$ cat config.mk
export PLATFORM = sky130hd
export DESIGN_NAME = mdu_issue_ctrl
export DESIGN_NICKNAME = d
export VERILOG_FILES = /design/src/rtl/mdu_issue_ctrl.sv
export SDC_FILE = /design/constraint.sdc
export NUM_CORES = 1
export LEC_CHECK = 0
export ABC_AREA = 1
export ABC_CLOCK_PERIOD_IN_PS = 3000
export BUFFER_PORTS_ARGS = -buffer_cell sky130_fd_sc_hd__buf_2
export CAP_MARGIN = 20
export CORE_AREA = 5 5 114 170
export DETAILED_ROUTE_END_ITERATION = 10
export DIE_AREA = 0 0 119 175
export PLACE_DENSITY = 0.65
export SKIP_LAST_GASP = 1
export SLEW_MARGIN = 10
export SYNTH_ARGS = -nofsm -noshare
export SYNTH_HDL_FRONTEND = slang
export SYNTH_SLANG_ARGS = --single-unit
$ cat constraint.sdc
create_clock -name clk -period 3 [get_ports clk]
set_input_delay 0.6 -clock clk [delete_from_list [all_inputs] [get_ports clk]]
set_output_delay 0.6 -clock clk [all_outputs]
set_load 0.02 [all_outputs]
$ cat src/rtl/mdu_issue_ctrl.sv
// Issue controller between the pipeline and a multi-cycle multiply/divide unit.
// Handles RISC-V divide corner cases locally and holds the MDU operands stable while it computes.
module mdu_issue_ctrl #(
   parameter int unsigned LATENCY = 1
) (
   input  logic        clk,
   input  logic        rstn,
   input  logic        flush,
   input  logic        req_valid,
   output logic        req_ready,
   input  logic [7:0]  req_op,
   input  logic [31:0] req_a,
   input  logic [31:0] req_b,
   input  logic [4:0]  req_rd,
   output logic [31:0] mdu_num1,
   output logic [31:0] mdu_num2,
   output logic [7:0]  mdu_mode,
   input  logic [31:0] mdu_ans,
   input  logic [1:0]  mdu_error,
   output logic        rsp_valid,
   input  logic        rsp_ready,
   output logic [31:0] rsp_data,
   output logic [4:0]  rsp_rd,
   output logic        rsp_exc,
   output logic        busy
);

   localparam logic [7:0] OP_DIV  = 8'h44;
   localparam logic [7:0] OP_DIVU = 8'h45;
   localparam logic [7:0] OP_REM  = 8'h46;
   localparam logic [7:0] OP_REMU = 8'h47;
   localparam logic [3:0] LAT4    = 4'(LATENCY);

   typedef enum logic [1:0] {IDLE, BUSY, RESP} state_t;

   state_t      state, next_state;
   logic [7:0]  op_q;
   logic [31:0] a_q, b_q;
   logic [3:0]  cnt;
   logic [1:0]  err_q;
   logic        ready_en;
   logic        accept, capture;
   logic        is_div, is_rem, b_zero, overflow, special;
   logic [31:0] special_data;

   // Divide-by-zero and signed overflow have fixed architectural answers, so they never reach the MDU.
   always_comb begin
      is_div       = (req_op == OP_DIV) || (req_op == OP_DIVU);
      is_rem       = (req_op == OP_REM) || (req_op == OP_REMU);
      b_zero       = (req_b == 32'h0);
      overflow     = ((req_op == OP_DIV) || (req_op == OP_REM)) &&
                     (req_a == 32'h8000_0000) && (req_b == 32'hFFFF_FFFF);
      special      = ((is_div || is_rem) && b_zero) || overflow;
      special_data = 32'h0;
      if (b_zero)
         special_data = is_div ? 32'hFFFF_FFFF : req_a;
      else if (req_op == OP_DIV)
         special_data = 32'h8000_0000;
   end

   always_ff @(posedge clk or negedge rstn) begin
      if (!rstn)
         state <= IDLE;
      else
         state <= next_state;
   end

   // Flush overrides every transition, including accept and retire.
   always_comb begin
      next_state = state;
      req_ready  = (state == IDLE) && ready_en;
      accept     = req_valid && req_ready && !flush;
      capture    = 1'b0;
      busy       = (state != IDLE);
      rsp_valid  = (state == RESP);
      mdu_mode   = 8'h00;
      mdu_num1   = 32'h0;
      mdu_num2   = 32'h0;
      case (state)
         IDLE: begin
            if (accept)
               next_state = special ? RESP : BUSY;
         end
         BUSY: begin
            mdu_mode = op_q;
            mdu_num1 = a_q;
            mdu_num2 = b_q;
            if (cnt == 4'd0) begin
               capture    = !flush;
               next_state = RESP;
            end
         end
         RESP: begin
            if (rsp_ready)
               next_state = IDLE;
         end
         default: next_state = IDLE;
      endcase
      if (flush)
         next_state = IDLE;
   end

   always_ff @(posedge clk or negedge rstn) begin
      if (!rstn)
         ready_en <= 1'b0;
      else
         ready_en <= 1'b1;
   end

   // Datapath: operand latch, latency counter and result capture.
   always_ff @(posedge clk or negedge rstn) begin
      if (!rstn) begin
         op_q     <= 8'h00;
         a_q      <= 32'h0;
         b_q      <= 32'h0;
         rsp_rd   <= 5'h0;
         cnt      <= 4'd0;
         rsp_data <= 32'h0;
         err_q    <= 2'b00;
      end else if (flush) begin
         cnt <= 4'd0;
      end else if (accept) begin
         op_q   <= req_op;
         a_q    <= req_a;
         b_q    <= req_b;
         rsp_rd <= req_rd;
         cnt    <= LAT4;
         if (special) begin
            rsp_data <= special_data;
            err_q    <= 2'b00;
         end
      end else if (state == BUSY) begin
         if (capture) begin
            rsp_data <= (mdu_error == 2'b11) ? 32'h0 : mdu_ans;
            err_q    <= mdu_error;
         end else begin
            cnt <= cnt - 4'd1;
         end
      end
   end

   assign rsp_exc = (err_q == 2'b11);

endmodule

## Yosys cells after proc, flatten, opt, wreduce, memory -nomap -nowiden

Index checks and enable logic that the tools add are counted.

- Bits in registers: 118
- Input port bits: 116
- Output and inout port bits: 113
- Logic and storage cells: 76

- Add/sub/neg operators: 1
- Eq/ne operators: 15
- Multiplexer cells: 27
- Bitwise operators: 1
- Reduce and logical (&&, ||, !) cells: 23

Operators with widths:

| kind | count |
|---|---|
| $mux 32 | 10 |
| $eq 32x32->1 const B | 2 |
| $eq 8x7->1 const B | 4 |
| $logic_not 32->1 | 1 |
| $mux 2 | 9 |
| $mux 4 | 4 |
| $ne 3x3->1 const B | 3 |
| $mux 8 | 1 |
| $eq 2x2->1 const B | 3 |
| $logic_and 1x1->1 | 6 |
| $pmux 2 s3 | 1 |
| $reduce_bool 2->1 | 3 |
| $logic_or 1x1->1 | 5 |
| $logic_not 4->1 | 1 |
| $reduce_and 2->1 | 2 |
| $reduce_and 4->1 | 1 |
| $sub 4x1->4 const B | 1 |
| $ne 3x2->1 const B | 1 |
| $reduce_and 3->1 | 1 |
| $reduce_bool 3->1 | 1 |
| $eq 2x1->1 const B | 1 |
| $logic_not 2->1 | 1 |
| $mux 1 | 2 |
| $ne 2x1->1 const B | 1 |
| other kinds (2) | 2 |

## Depth between registers and ports, before layout

Gate-level depths: netlist of run 1.

- Depth in word-level cells: 9
- Gate-level depth with buffers: 12
- Gate-level depth less buffers: 11

## Worst setup path before layout of run 1

No wires, ideal clock.

- Kind: input-to-reg
- Start: input req_op[5]
- End: register rsp_data[10]
- Setup time: 0.117 ns
- Data arrival time: 1.641 ns
- Required time: 2.883 ns
- Path slack: 1.242 ns
- Stages: 11
- Buffers on the path: 1
- Cells stage by stage: nor2_2 > nand3_1 > nor2_4 > nand2_1 > nor2_1 > nand3_2 > nand3_4 > nand2_4 > buf_4 > nand2_1 > nand2_1

- Cells in the longest elaborated chain, start to end: 7
- Elaborated cells on any way between the ends: 18
- Classes of those cells: eq/ne: 5; mux: 4; reduce/logical: 9

Ends and longest elaborated chain:

| what | RTL line | RTL |
|---|---|---|
| start: declaration | 11 | `input logic [7:0] req_op,` |
| $eq 8x7->1, on equally long branches | 48, 51, 49 |  |
| $logic_or 1x1->1, on equally long branches | 48, 49, 51 |  |
| $logic_or 1x1->1 / $logic_and 1x1->1 (equally long branches) | 53, 51 |  |
| $logic_and 1x1->1, on equally long branches | 53, 52 |  |
| $logic_or 1x1->1 | 53 | `special = ((is_div \|\| is_rem) && b_zero) \|\| overflow;` |
| $ne 2x1->1 (no line) | - |  |
| $reduce_and 4->1 (no line) | - |  |
| end signal: assignment | 129 | `rsp_data <= special_data;` |
| end signal: assignment | 134 | `rsp_data <= (mdu_error == 2'b11) ? 32'h0 : mdu_ans;` |
| end: declaration | 22 | `output logic [31:0] rsp_data,` |

Several ways; a longest one is shown, not always the timed one. The select of a mux whose other input is x is not followed.
A chain may end at the register's enable or synchronous reset.

## Worst setup path in the final report of run 1

- Start: register state[0]
- End: output mdu_num1[20]

- Cells in the longest elaborated chain, start to end: 2

Ends and longest elaborated chain:

| what | RTL line | RTL |
|---|---|---|
| start: declaration | 36 | `state_t state, next_state;` |
| start signal: assignment | 65 | `state <= next_state;` |
| $eq 2x1->1 | 79 | `case (state)` |
| $mux 32 | 79 |  |
| end: declaration | 15 | `output logic [31:0] mdu_num1,` |

Every way passes these cells.

==> impl_metrics.json, run 1 <==
{
  "worst_pin_slew_ps": 653,
  "clk_pin_slew_ps": 60,
  "swShare_pct": 35.1,
  "p_int_mw": 4.02,
  "drv_cap": 0,
  "max_slew_margin_pct": 56.4,
  "synth_warnings": 0,
  "p_clk_share_pct": 33.1,
  "die_w_microns": 119,
  "final_cell_count_no_fill": 1263,
  "netlist_instances": 822,
  "cts_buffers": 17,
  "utilization_pct": 44.7,
  "async_flop_share_pct": 100,
  "core_region_area_sq_um": 17700,
  "num_vias": 5863,
  "cts_resized": 0,
  "wl_microns": 19000,
  "die_h_microns": 175,
  "syn_avg_cell_area_sq_um": 7.36,
  "cts_buffer_depth": 2,
  "seq_area_sq_um": 2950,
  "setup-tns-final_ps": 0,
  "drtIter0Drc": 340,
  "final_common_cell": "buf_2",
  "grt_first_pass_wirelength_microns": 30800,
  "drtAntennaViolNets": 0,
  "path_class": "reg2out",
  "multi_input_area_sq_um": 2480,
  "fin_crit_sh_pct": 85.0,
  "final_nets": 1149,
  "grt_pass1_vias": 5962,
  "fill_cells": 1835,
  "setup_viol": 0,
  "slew_violations": 0,
  "hold_class": "in2async",
  "grt_max_degree": 119,
  "fmax_mhz": 392,
  "synth_seq_area_share_pct": 48.8,
  "drc": 0,
  "antenna_found_initial": 2,
  "mostFrequentLayoutCells": "227 x buf_2, 200 x nand2_1, 123 x nor2_1, 118 x dfrtp_1, 93 x inv_1",
  "cts-root-buf": "clkbuf_16",
  "period_needed_ps": 2550,
  "dp_hpwl_microns": 14100,
  "required_ps": 2400,
  "arrival_ps": 1950,
  "rows": 60,
  "grt.overflow.total": 0,
  "synth_flop_cell": "dfrtp_1",
  "post_cts_buffers": 0,
  "whs_ps": 267,
  "wl_per_cell_microns": 15.0,
  "ys_ff_latch": 118,
  "synth-edff-count": 0,
  "p_sw_mw": 2.18,
  "io_buffers": 228,
  "p_comb_share_pct": 29.3,
  "crit_fanout": 49,
  "start_util_pct": 34.2,
  "viasPerCell": 4.64,
  "yosysUniqueCellTypes": 28,
  "cts_hold_buf": 0,
  "startpoint": "state[0]$_DFFE_PN0P_",
  "final-hold-violation-count": 0,
  "netlist_area_sq_um": 6050,
  "globalplace.congestion": 0.798,
  "clock_skew_ps": 8.41,
  "syn_nets": 940,
  "clk_latency_ps": 410,
  "htreeDepth": 4,
  "cts_sinks": 118,
  "rsz0062_at_grt": "no",
  "vdd_ir_drop_max_v": 0.000270,
  "num_io_pins": 229,
  "fin_total_pwr_mw": 6.19,
  "dp.cells": 1229,
  "drive_gt1_share_pct": 27.2,
  "firstDrtPassIters": 4,
  "r2r-start": "state[0]$_DFFE_PN0P_",
  "die_area_sq_um": 20800,
  "cts_tree": "done",
  "power_density_nw_per_um2": 782,
  "cp-end-kind": "primary output",
  "seqPwrFrac_pct": 37.5,
  "track_usage_pct": 18.4,
  "syn2layout_area_growth_pct": 30.9,
  "status": "finished, final reports clean",
  "p_leak_nw": 4.33,
  "critPathLaunchType": "flip-flop"
}
==> power by group through the flow <==
stage | sequential, mW | clock [mW] | combinational (mW)
after global placement | 2.35 | 0 | 1.81
final | 2.32 | 2.05 | 1.82
after global routing | 2.38 | 2.17 | 2.03
after CTS | 2.33 | 2.10 | 1.85
after detailed placement | 2.35 | 0 | 1.84
after floorplan | 2.59 | 0 | 0.877
==> final cells by class <==
cell class                 count  area share (%)
inverter                      98            4.65
tap                          217            3.43
clock buffer                  24            6.34
antenna                        2          0.0632
multi-input combinational    558            31.3
sequential                   118            37.3
clock inverter                 8            1.20
timing repair buffer         238            15.7
==> state kept, by name (all words and copies together) (netlist names) <==
register  flops
rsp_rd        5
rsp_data     32
b_q          32
cnt           4
ready_en      1
op_q          8
state         2
a_q          32
err_q         2
==> metrics by stage <==
step	area [sq um]	setup slack, ps
CTS	7910	412
floorplan	6050	1240
finish	7920	451
detailed placement	7320	431
global placement	7320	468
global route	7920	324
==> metal layers <==
layer  track usage (%)  part of all wire [%]  vias up
met1              21.7                    41     2661
met2              31.5                    51      174
met5                 0                     0        -
li1                  -                     -     2996
met3              5.08                   5.4       32
met4              7.64                   2.5        0
==> cell usage after synthesis, types with 2 or more instances <==
cell type | count | area (sq um)
nor2_1 | 123 | 462
a21oi_1 | 33 | 165
nand2_1 | 200 | 751
buf_2 | 22 | 110
o21ai_1 | 31 | 155
nor2_4 | 2 | 22.5
buf_6 | 5 | 56.3
buf_1 | 8 | 30.0
clkbuf_1 | 12 | 45.0
nand3_1 | 69 | 345
inv_1 | 93 | 349
inv_2 | 5 | 18.8
ha_1 | 2 | 25.0
nor3_1 | 4 | 20.0
dfrtp_1 | 118 | 2950
o21ai_0 | 77 | 385
nand4_1 | 5 | 31.3
nor2_2 | 2 | 12.5
nand2_4 | 2 | 22.5
==> critical path, cell delays in order (launching register included) <==
cell,delay [ps]
dfrtp_1,390
inv_2,110
nor2_2,60
inv_2,380
buf_12,300
nor2_1,100
buf_2,170
==> logic make-up (layout without fill, tap and decap cells) <==
kind of cell	Yosys count	after routing	synth area share, %
other cells	1	3	0.0620
compound gates	142	142	11.8
flops	118	118	48.8
buf+inv	146	368	10.2
fa+ha+maj	2	2	0.413
simple gates	412	412	28.6
xor+xnor	1	1	0.145
==> path summary, 6_finish.rpt <==
path	slack [ps]	cells after the start	end
setup / recovery	450	6	mdu_num1[20]
hold / removal	270	2	b_q[2]$_DFFE_PN0P_
setup reg to reg	860	11	rsp_data[20]$_DFFE_PN0P_
hold reg to reg	470	2	rsp_rd[2]$_DFFE_PN0P_
max in group asynchronous	2230	2	rsp_rd[4]$_DFFE_PN0P_
min in group clk	360	2	state[1]$_DFFE_PN0P_
Note: power is estimated with default switching activity, not from simulation.
==> run 2, diff against run 1 <==
- ABC_CLOCK_PERIOD_IN_PS: 3000 -> 2250
- PLACE_DENSITY: 0.65 -> 0.67
- clock period: 3 -> 2.25 ns (I/O delays scaled with it)
==> run 2 against run 1 <==
  * Critical path depth is the same
  * Worst hold slack worse by 26 ps
  * Routed wire length rose by 2.5%
  * Cell area rose by 0.52%
  * Worst setup slack worse by 350 ps
  * Via count up 1.9%
  * Non-clock buffer count grew 5
  * Utilization rose by 0.23 points
  * Final cell count grew 0.24%
  * Critical path type unchanged
==> impl_metrics.json, run 2 (synthesis results as in run 1) <==
{
  "clock_skew_ps": 7.82,
  "grt_first_pass_wirelength_microns": 31100,
  "fin_crit_sh_pct": 95.4,
  "whs_ps": 242,
  "num_vias": 5972,
  "holdPathEnd": "rsp_rd[3]$_DFFE_PN0P_",
  "status": "finished, final reports clean",
  "vdd_ir_drop_max_v": 0.000382,
  "io_buffers": 228,
  "drtAntennaViolNets": 0,
  "drc": 0,
  "required_ps": 1800,
  "place_area_sq_um": 7370,
  "final_cell_count_no_fill": 1266,
  "slew_violations": 0,
  "whs_path_depth": 3,
  "htreeDepth": 4,
  "regToRegSetupSlack_ps": 450,
  "drive_gt1_share_pct": 27.4,
  "final_nets": 1154,
  "fin_ws_ps": 103,
  "drtIter0Drc": 374,
  "power_density_nw_per_um2": 1040,
  "grt.overflow.total": 0,
  "final-hold-violation-count": 0,
  "num_io_pins": 229,
  "setup_viol": 0,
  "clk_latency_ps": 410,
  "cts_tree": "done",
  "period_needed_ps": 2150,
  "crit_top_cell": "inv_2",
  "rows": 60,
  "fill_cells": 1866,
  "final_common_cell": "buf_2",
  "mostFrequentLayoutCells": "227 x buf_2, 200 x nand2_1, 123 x nor2_1, 118 x dfrtp_1, 93 x inv_1",
  "clk_pin_slew_ps": 50,
  "cts_resized": 0,
  "die_w_microns": 119,
  "core_region_area_sq_um": 17700,
  "reg2regPathDepth": 11,
  "cp-end-kind": "primary output",
  "firstDrtPassIters": 5,
  "dp.cells": 1233,
  "syn2layout_area_growth_pct": 31.6,
  "max_slew_margin_pct": 56.8,
  "wl_per_cell_microns": 15.3,
  "globalplace.congestion": 0.832,
  "cts-root-buf": "clkbuf_16",
  "r2r-start": "state[0]$_DFFE_PN0P_",
  "finalInstanceArea_sq_um": 7960,
  "die_area_sq_um": 20800,
  "dp_hpwl_microns": 14700,
  "fmax_mhz": 466,
  "cts_sinks": 118,
  "p_leak_nw": 4.34,
  "hold_start": "req_rd[3]",
  "top_regs": "a_q (32), b_q (32), rsp_data (32)",
  "r2r_end": "rsp_data[31]$_DFFE_PN0P_",
  "arrival_ps": 1700,
  "grt_pass1_vias": 6050,
  "grt_max_degree": 60,
  "post-place-ws_ps": 141,
  "die_h_microns": 175,
  "wl_microns": 19400,
  "setup-tns-final_ps": 0,
  "rsz0062_at_grt": "no",
  "cts_buffer_depth": 2,
  "worst_pin_slew_ps": 646,
  "path_class": "reg2out",
  "cts_buffers": 17,
  "track_usage_pct": 18.6,
  "start_util_pct": 34.2,
  "hold_class": "in2reg",
  "crit_fanout": 23,
  "crit_slowest_cell": "dfrtp_1",
  "critPathMaxStageDelay_ps": 360,
  "drv_cap": 0,
  "critPathLaunchType": "flip-flop",
  "viasPerCell": 4.72,
  "crit_chain": "inv_2 > nor2_2 > inv_2 > buf_4 > nor2_1 > buf_2",
  "antenna_found_initial": 2
}
run 2: cell count changes in the layout (fill, tap and decap cells not counted), sizes merged:
cell         previous run  this run
dlygate4sd3             0         1
buf                   238       242
clkbuf                 24        21
clkinvlp                2         3
run 2: worst max-delay path: cells and delay by family, from the launching register on:
kind                   cells  cell delay [ps]
AND/OR/NAND/NOR            2              350
buffers and inverters      4              580
flip-flops                 1              360
run 2: final cells by class:
type	count	area, sq um	share of cell area, %
Antenna cell	2	5.00	0.0629
Clock buffer	21	470	5.91
Clock inverter	9	103	1.29
Inverter	98	368	4.62
Multi-Input combinational cell	558	2480	31.2
Sequential cell	118	2950	37.1
Tap cell	217	272	3.41
Timing Repair Buffer	243	1310	16.4
run 2: metal layers:
| layer | vias up | global-route usage, % | share of wire, % |
|---|---|---|---|
| met2 | 176 | 33.1 | 52 |
| met1 | 2760 | 21.1 | 40 |
| met3 | 26 | 4.53 | 5.3 |
| li1 | 3010 | - | - |
| met4 | 0 | 7.73 | 2.7 |
| met5 | - | 0 | 0 |
run 2: what timing repair did:
item | in CTS | in global routing
endpoints found under the hold margin | 6 | 0
buffers inserted | 0 | 0
hold buffers | 1 | 0
run 2: how the worst max path moves through the flow:
stage | endpoint | depth (start not counted) | from | slack, ps
finish | mdu_num1[9] | 6 | state[0]$_DFFE_PN0P_ | 100
global route | mdu_num1[9] | 6 | state[0]$_DFFE_PN0P_ | 20
CTS | mdu_num2[31] | 6 | state[0]$_DFFE_PN0P_ | 110
detailed placement | rsp_data[10]$_DFFE_PN0P_ | 11 | req_a[18] | 140
global placement | rsp_data[9]$_DFFE_PN0P_ | 11 | req_a[18] | 150
floorplan | rsp_data[10]$_DFFE_PN0P_ | 12 | state[0]$_DFFE_PN0P_ | 600
run 2: per-stage QoR:
step	total power, mW	util (%)
after global placement	5.58	41.6
after CTS	8.34	44.9
after floorplan	4.63	-
after global routing	8.75	44.9
after detailed placement	5.64	41.6
final	8.24	44.9
run 2: report_power, final:
part	total, mW	leakage [nW]	switching, mW	internal, mW
registers	3.10	1.48	0.290	2.81
logic	2.46	2.59	1.67	0.797
clock network	2.67	0.277	0.975	1.70
